[config.mk]
export PLATFORM = sky130hd
export DESIGN_NAME = midi_note_dec_flat
export DESIGN_NICKNAME = d
export VERILOG_FILES = /design/src/rtl/midi_note_dec_if.sv /design/src/rtl/midi_note_dec.sv /design/src/flat_wrapper.sv
export SDC_FILE = /design/constraint.sdc
export NUM_CORES = 1
export LEC_CHECK = 0
export BUFFER_PORTS_ARGS = -buffer_cell sky130_fd_sc_hd__buf_2
export CORE_AREA = 2 2 65 67
export DETAILED_ROUTE_END_ITERATION = 8
export DIE_AREA = 0 0 67 69
export GPL_ROUTABILITY_DRIVEN = 0
export MAX_ROUTING_LAYER = met4
export PLACE_DENSITY_LB_ADDON = 0.08
export SETUP_SLACK_MARGIN = 0.3
export SKIP_CTS_REPAIR_TIMING = 1
export SLEW_MARGIN = 20
export SYNTH_ARGS = -nofsm -noshare
export SYNTH_HDL_FRONTEND = slang
export SYNTH_SLANG_ARGS = --single-unit
[constraint.sdc]
create_clock -name clk_i -period 4 [get_ports clk_i]
set_input_delay 0.8 -clock clk_i [delete_from_list [all_inputs] [get_ports clk_i]]
set_output_delay 0.8 -clock clk_i [all_outputs]
set_load 0.01 [all_outputs]
[src/rtl/midi_note_dec_if.sv]
// Byte-in / note-event-out bundle between the UART receiver, the MIDI note
// decoder and the voice allocator.
interface midi_note_dec_if;
  logic [7:0] rxData_i;
  logic       rxValid_i;
  logic       noteOnStrb_o;
  logic       noteOffStrb_o;
  logic [6:0] note_o;
  logic [6:0] velocity_o;
  logic [3:0] ch_o;
  logic       runStat_o;

  modport master (
    output rxData_i, rxValid_i,
    input  noteOnStrb_o, noteOffStrb_o, note_o, velocity_o, ch_o, runStat_o
  );

  modport slave (
    input  rxData_i, rxValid_i,
    output noteOnStrb_o, noteOffStrb_o, note_o, velocity_o, ch_o, runStat_o
  );
endinterface

[src/rtl/midi_note_dec.sv]
// MIDI channel-message parser with running status; emits one-cycle note-on /
// note-off strobes with note, velocity and channel held until the next event.
module midi_note_dec #(
  parameter bit         OMNI    = 1'b1,
  parameter logic [3:0] CHANNEL = 4'd0
) (
  input  logic           clk_i,
  input  logic           nrst_i,
  midi_note_dec_if.slave bus
);

  typedef enum logic [1:0] {ST_IDLE, ST_WAIT_D1, ST_WAIT_D2} state_e;
  typedef enum logic [1:0] {EV_NONE, EV_ON, EV_OFF} evt_e;

  state_e     state_q, state_d;
  logic [7:0] status_q, status_d;
  logic       run_stat_q, run_stat_d;
  logic [6:0] d1_q, d1_d;

  // Completed-message stage: decoded at the consuming edge, published one edge later.
  evt_e       evt_q, evt_d;
  logic [6:0] evt_note_q, evt_note_d;
  logic [6:0] evt_vel_q, evt_vel_d;
  logic [3:0] evt_ch_q, evt_ch_d;

  logic       note_on_q, note_on_d;
  logic       note_off_q, note_off_d;
  logic [6:0] note_q, note_d;
  logic [6:0] vel_q, vel_d;
  logic [3:0] ch_q, ch_d;

  logic [3:0] msg_type;
  logic       ch_ok;

  assign msg_type = status_q[7:4];
  assign ch_ok    = OMNI || (status_q[3:0] == CHANNEL);

  // NOTE: every signal written here gets a default first, so no path leaves it unassigned (no latch).
  always_comb begin
    state_d    = state_q;
    status_d   = status_q;
    run_stat_d = run_stat_q;
    d1_d       = d1_q;
    evt_d      = EV_NONE;
    evt_note_d = evt_note_q;
    evt_vel_d  = evt_vel_q;
    evt_ch_d   = evt_ch_q;

    if (bus.rxValid_i) begin
      if (bus.rxData_i[7]) begin
        // Real-time bytes (F8..FF) fall through untouched, even mid-message.
        if (bus.rxData_i[7:3] != 5'b11111) begin
          if (bus.rxData_i[7:4] == 4'hF) begin
            status_d   = 8'h00;
            run_stat_d = 1'b0;
            state_d    = ST_IDLE;
          end else begin
            status_d   = bus.rxData_i;
            run_stat_d = 1'b1;
            state_d    = ST_WAIT_D1;
          end
        end
      end else begin
        case (state_q)
          ST_WAIT_D1: begin
            d1_d    = bus.rxData_i[6:0];
            state_d = (msg_type == 4'hC || msg_type == 4'hD) ? ST_WAIT_D1 : ST_WAIT_D2;
          end
          ST_WAIT_D2: begin
            state_d = ST_WAIT_D1;
            if (ch_ok && (msg_type == 4'h9 || msg_type == 4'h8)) begin
              evt_d      = (msg_type == 4'h9 && bus.rxData_i[6:0] != 7'd0) ? EV_ON : EV_OFF;
              evt_note_d = d1_q;
              evt_vel_d  = bus.rxData_i[6:0];
              evt_ch_d   = status_q[3:0];
            end
          end
          default: ;
        endcase
      end
    end
  end

  always_comb begin
    note_on_d  = (evt_q == EV_ON);
    note_off_d = (evt_q == EV_OFF);
    note_d     = note_q;
    vel_d      = vel_q;
    ch_d       = ch_q;
    if (evt_q != EV_NONE) begin
      note_d = evt_note_q;
      vel_d  = evt_vel_q;
      ch_d   = evt_ch_q;
    end
  end

  // NOTE: state registers use non-blocking assignments so every flop samples pre-edge values.
  always_ff @(posedge clk_i or negedge nrst_i) begin
    if (!nrst_i) begin
      state_q    <= ST_IDLE;
      status_q   <= 8'h00;
      run_stat_q <= 1'b0;
      d1_q       <= 7'd0;
      evt_q      <= EV_NONE;
      evt_note_q <= 7'd0;
      evt_vel_q  <= 7'd0;
      evt_ch_q   <= 4'd0;
      note_on_q  <= 1'b0;
      note_off_q <= 1'b0;
      note_q     <= 7'd0;
      vel_q      <= 7'd0;
      ch_q       <= 4'd0;
    end else begin
      state_q    <= state_d;
      status_q   <= status_d;
      run_stat_q <= run_stat_d;
      d1_q       <= d1_d;
      evt_q      <= evt_d;
      evt_note_q <= evt_note_d;
      evt_vel_q  <= evt_vel_d;
      evt_ch_q   <= evt_ch_d;
      note_on_q  <= note_on_d;
      note_off_q <= note_off_d;
      note_q     <= note_d;
      vel_q      <= vel_d;
      ch_q       <= ch_d;
    end
  end

  assign bus.noteOnStrb_o  = note_on_q;
  assign bus.noteOffStrb_o = note_off_q;
  assign bus.note_o        = note_q;
  assign bus.velocity_o    = vel_q;
  assign bus.ch_o          = ch_q;
  assign bus.runStat_o     = run_stat_q;

endmodule

[src/flat_wrapper.sv]
// flat-port wrapper written by rule: the top's interface ports become plain ports
module midi_note_dec_flat 
#(
  parameter bit         OMNI    = 1'b1,
  parameter logic [3:0] CHANNEL = 4'd0
)
  (clk_i, nrst_i, bus_rxData_i, bus_rxValid_i, bus_noteOnStrb_o, bus_noteOffStrb_o, bus_note_o, bus_velocity_o, bus_ch_o, bus_runStat_o);
  midi_note_dec_if bus_i ();
  input  logic clk_i;
  input  logic nrst_i;
  input wire logic [$bits(bus_i.rxData_i)-1:0] bus_rxData_i;
  input wire logic [$bits(bus_i.rxValid_i)-1:0] bus_rxValid_i;
  output wire logic [$bits(bus_i.noteOnStrb_o)-1:0] bus_noteOnStrb_o;
  output wire logic [$bits(bus_i.noteOffStrb_o)-1:0] bus_noteOffStrb_o;
  output wire logic [$bits(bus_i.note_o)-1:0] bus_note_o;
  output wire logic [$bits(bus_i.velocity_o)-1:0] bus_velocity_o;
  output wire logic [$bits(bus_i.ch_o)-1:0] bus_ch_o;
  output wire logic [$bits(bus_i.runStat_o)-1:0] bus_runStat_o;
  assign bus_i.rxData_i = bus_rxData_i;
  assign bus_i.rxValid_i = bus_rxValid_i;
  assign bus_noteOnStrb_o = bus_i.noteOnStrb_o;
  assign bus_noteOffStrb_o = bus_i.noteOffStrb_o;
  assign bus_note_o = bus_i.note_o;
  assign bus_velocity_o = bus_i.velocity_o;
  assign bus_ch_o = bus_i.ch_o;
  assign bus_runStat_o = bus_i.runStat_o;
  midi_note_dec #(.OMNI(OMNI), .CHANNEL(CHANNEL)) u_core (.clk_i(clk_i), .nrst_i(nrst_i), .bus(bus_i));
endmodule
==> impl_metrics.prom <==
# TYPE chip_impl_metric gauge
chip_impl_metric{name="ratio_of_cells_with_drive_above_1_in_the_final_layout",unit="%"} 50.0
chip_impl_metric{name="report.final.hold_viol_count",unit=""} 0
chip_impl_metric{name="firstDrtPassIters",unit=""} 4
chip_impl_metric{name="clock-sinks",unit=""} 57
chip_impl_metric{name="routed_wire_length",unit="mm"} 4.41
chip_impl_metric{name="cp.arrival",unit="ns"} 2.02
chip_impl_metric{name="num_antenna_cells",unit=""} 0
chip_impl_metric{name="syn-cell-area",unit="um2"} 2290
chip_impl_metric{name="synthSimpleGateAreaFrac",unit="%"} 5.90
chip_impl_info{name="worst_setup_ep_type",value="flop"} 1
chip_impl_metric{name="multi_input_comb_area",unit="um2"} 811
chip_impl_metric{name="via_density_per_instance",unit=""} 5.55
chip_impl_metric{name="fp.coreArea",unit="um2"} 3910
chip_impl_metric{name="grt.overflow.total",unit=""} 0
chip_impl_metric{name="synth.yosys.seq_area_share",unit="%"} 62.2
chip_impl_metric{name="cts-buffers-inserted",unit=""} 9
chip_impl_metric{name="syn_warnings",unit=""} 0
chip_impl_metric{name="final-max-slew-violation-count",unit=""} 0
chip_impl_info{name="rsz0062_at_grt",value="no"} 1
chip_impl_metric{name="design.final.nets",unit=""} 194
chip_impl_metric{name="max_slew_margin",unit="%"} 47.5
chip_impl_info{name="cts_tree",value="built"} 1
chip_impl_metric{name="dpl.cell_count",unit=""} 222
chip_impl_metric{name="hpwl",unit="mm"} 2.95
chip_impl_metric{name="vdd_drop_max",unit="V"} 0.000355
chip_impl_metric{name="timing.clock.skew",unit="ns"} 0.00718
chip_impl_metric{name="insertion_delay",unit="ns"} 0.33
chip_impl_metric{name="syn-instance-count",unit=""} 145
chip_impl_metric{name="starting_utilization_of_the_core_area",unit="%"} 58.6
chip_impl_metric{name="fin_crit",unit="ns"} 1.81
chip_impl_metric{name="io-pin-count",unit=""} 32
chip_impl_metric{name="post_synth.cell_area_avg",unit="um2"} 15.8
chip_impl_info{name="min_path_type",value="reg2reg"} 1
chip_impl_metric{name="drc_violation_total_after_the_first_tritonroute_iteration",unit=""} 89
chip_impl_metric{name="portion_of_netlist_area_occupied_by_mux_cells",unit="%"} 24.1
chip_impl_metric{name="port_buffers",unit=""} 31
chip_impl_metric{name="synth_compound_area_share",unit="%"} 5.40
chip_impl_metric{name="maximum_number_of_pins_on_one_net_before_global_route_repair",unit=""} 37
chip_impl_metric{name="sequential_cell_area",unit="um2"} 1430
chip_impl_metric{name="post_synthesis_net_count",unit=""} 156
chip_impl_metric{name="routed_wire_length_per_instance",unit="um"} 18.5
chip_impl_metric{name="area_growth_syn_to_layout",unit="%"} 17.0
chip_impl_metric{name="leakage",unit="nW"} 1.41
chip_impl_metric{name="timing_worst_slew_pin_value",unit="ns"} 0.788
chip_impl_info{name="largest_family_of_logic_cells_by_synthesized_area",value="multiplexers"} 1
chip_impl_metric{name="timing.final.crit_share",unit="%"} 45.2
chip_impl_metric{name="netlist.area_leader.share",unit="%"} 62.2
chip_impl_metric{name="dieArea",unit="um2"} 4620
chip_impl_metric{name="fin_setup_tns",unit="ns"} 0
chip_impl_metric{name="setup_viol",unit=""} 0
chip_impl_metric{name="h-tree-depth",unit=""} 3
chip_impl_metric{name="ctsLongestPathBuffers",unit=""} 2
chip_impl_info{name="clock-root-buffer",value="sky130_fd_sc_hd__clkbuf_8"} 1
chip_impl_metric{name="grt_overall_usage",unit="%"} 23.3
chip_impl_metric{name="grt_pass1_vias",unit=""} 1482
chip_impl_metric{name="fmax",unit="MHz"} 553
chip_impl_metric{name="cp.required",unit="ns"} 4.21
chip_impl_metric{name="die_h",unit="um"} 69
chip_impl_metric{name="power_density",unit="nW/um2"} 625
chip_impl_metric{name="synth-xor-area-share",unit="%"} 0
chip_impl_metric{name="max-cap-violations",unit=""} 0
chip_impl_metric{name="worstPathMaxFanout",unit=""} 20
chip_impl_metric{name="grt_antenna_before_repair",unit=""} 0
chip_impl_metric{name="die_x",unit="um"} 67
chip_impl_info{name="timing.critical_path.from_type",value="input pin"} 1
chip_impl_info{name="ys_top_cells_by_area",value="sky130_fd_sc_hd__dfrtp_1 (62%), sky130_fd_sc_hd__mux2_2 (12%), sky130_fd_sc_hd__mux2_4 (12%), sky130_fd_sc_hd__a22o_1 (2.3%), sky130_fd_sc_hd__buf_6 (1.5%)"} 1
chip_impl_metric{name="clk_pin_slew",unit="ns"} 0.06
chip_impl_info{name="synth_top_cell_by_area",value="sky130_fd_sc_hd__dfrtp_1"} 1
chip_impl_metric{name="synthAdderAreaFrac",unit="%"} 0
chip_impl_metric{name="drtAntennaViolNets",unit=""} 0
chip_impl_metric{name="floorplan_row_count",unit=""} 23
chip_impl_metric{name="final_cell_count_no_fill",unit=""} 238
chip_impl_metric{name="drc",unit=""} 0
chip_impl_metric{name="yosys_register_bits",unit=""} 57
chip_impl_metric{name="reg2reg_slack",unit="ns"} 2.30
chip_impl_info{name="worst-setup-path-type",value="in2reg"} 1
chip_impl_metric{name="fin_total_pwr",unit="mW"} 1.68
chip_impl_metric{name="grt_first_pass_wirelength",unit="mm"} 7.50
chip_impl_info{name="status",value="finished clean"} 1
chip_impl_metric{name="num_vias",unit=""} 1322
chip_impl_metric{name="n_fill_cell",unit=""} 298
chip_impl_metric{name="count_of_different_cell_masters_after_synthesis",unit=""} 27
-- synth_stat cells, drive strengths merged --
library cell	instances
a21oi	1
a22o	6
a311o	1
buf	5
clkbuf	1
dfrtp	57
inv	2
mux2	43
nand2	3
nand2b	4
nand3	2
nand3b	1
nand4	1
nand4bb	1
nor2	2
nor2b	4
nor3b	1
o211ai	1
o21ai	2
o22a	1
o22ai	2
o2bb2ai	1
o41ai	1
or3	1
or4	1
-- kinds of logic after synthesis --
group / after synthesis
AO/OA/AOI/OAI: 16
flip-flops: 57
buffers and inverters: 8
AND/OR/NAND/NOR: 21
multiplexers: 43
-- power breakdown --
part           switching, mW  leakage, nW  internal (mW)
Clock                  0.223        0.109          0.319
Sequential            0.0921        0.748          0.734
Combinational          0.110        0.556          0.197
Total                  0.425         1.41           1.25
-- cell usage in the layout (no fill, tap or decap), types with 2 or more instances in the layout --
master                      n
sky130_fd_sc_hd__dfrtp_1   57
sky130_fd_sc_hd__buf_2     31
sky130_fd_sc_hd__mux2_2    25
sky130_fd_sc_hd__mux2_4    18
sky130_fd_sc_hd__clkbuf_8  11
sky130_fd_sc_hd__a22o_1     6
sky130_fd_sc_hd__nand2b_1   4
sky130_fd_sc_hd__nor2b_1    4
sky130_fd_sc_hd__nand2_1    3
sky130_fd_sc_hd__clkinv_2   3
sky130_fd_sc_hd__nor2_1     2
sky130_fd_sc_hd__nand3_1    2
sky130_fd_sc_hd__o21ai_0    2
sky130_fd_sc_hd__inv_1      2
sky130_fd_sc_hd__o22ai_1    2
sky130_fd_sc_hd__buf_4      2
-- area by class of cell --
class,count,share of cell area [%]
multi-input cells,80,30.2
inverters,2,0.280
clock buffers,11,5.64
well taps,50,2.33
clock inverters,5,2.01
flip-flops and latches,57,53.2
repair buffers,33,6.34
-- flip-flops by register name, summed over array words and instances (netlist names) --
name	count
u_core.bus.ch_o	4
u_core.bus.noteOffStrb_o	1
u_core.bus.noteOnStrb_o	1
u_core.bus.note_o	7
u_core.bus.velocity_o	7
u_core.d1_q	7
u_core.evt_ch_q	4
u_core.evt_note_q	7
u_core.evt_q	2
u_core.evt_vel_q	7
u_core.state_q	2
u_core.status_q	8
-- final timing paths --
check / endpoint / cells past startpoint / startpoint
min reg2reg: u_core.bus.noteOffStrb_o / 1 / u_core.evt_q[0]
max in group asynchronous: u_core.d1_q[3] / 2 / nrst_i
max: u_core.evt_vel_q[4] / 4 / bus_rxData_i[7]
min: u_core.bus.noteOffStrb_o / 1 / u_core.evt_q[0]
min in group asynchronous: u_core.bus.note_o[5] / 1 / nrst_i
max reg2reg: u_core.d1_q[2] / 3 / u_core.state_q[1]
-- worst max-delay path, cell delays in order --
cell and delay [ns]:
sky130_fd_sc_hd__buf_2 0.15, sky130_fd_sc_hd__nand4bb_1 0.19, sky130_fd_sc_hd__or3_4 0.52, sky130_fd_sc_hd__mux2_4 0.36
-- stage by stage --
| stage | hold slack, ns | utilization [%] | setup slack (ns) | area [um2] |
|---|---|---|---|---|
| detailed placement | 0.457 | 63.3 | 1.85 | 2480 |
| floorplan | 0.417 | - | 2.01 | 2290 |
| finish | 0.462 | 68.5 | 2.19 | 2680 |
| global route | 0.499 | 68.5 | 2.15 | 2680 |
| CTS | 0.467 | 68.5 | 2.20 | 2680 |
| global placement | 0.444 | 63.3 | 1.88 | 2480 |
-- metal layers --
metal	global-route usage (%)	part of all wire [%]	up-vias
li1	-	-	599
met1	29.6	43	677
met2	34.3	51	40
met3	7.83	5.0	6
met4	9.07	1.2	0
met5	-	0	-
Power figures use the tool's default switching activity.
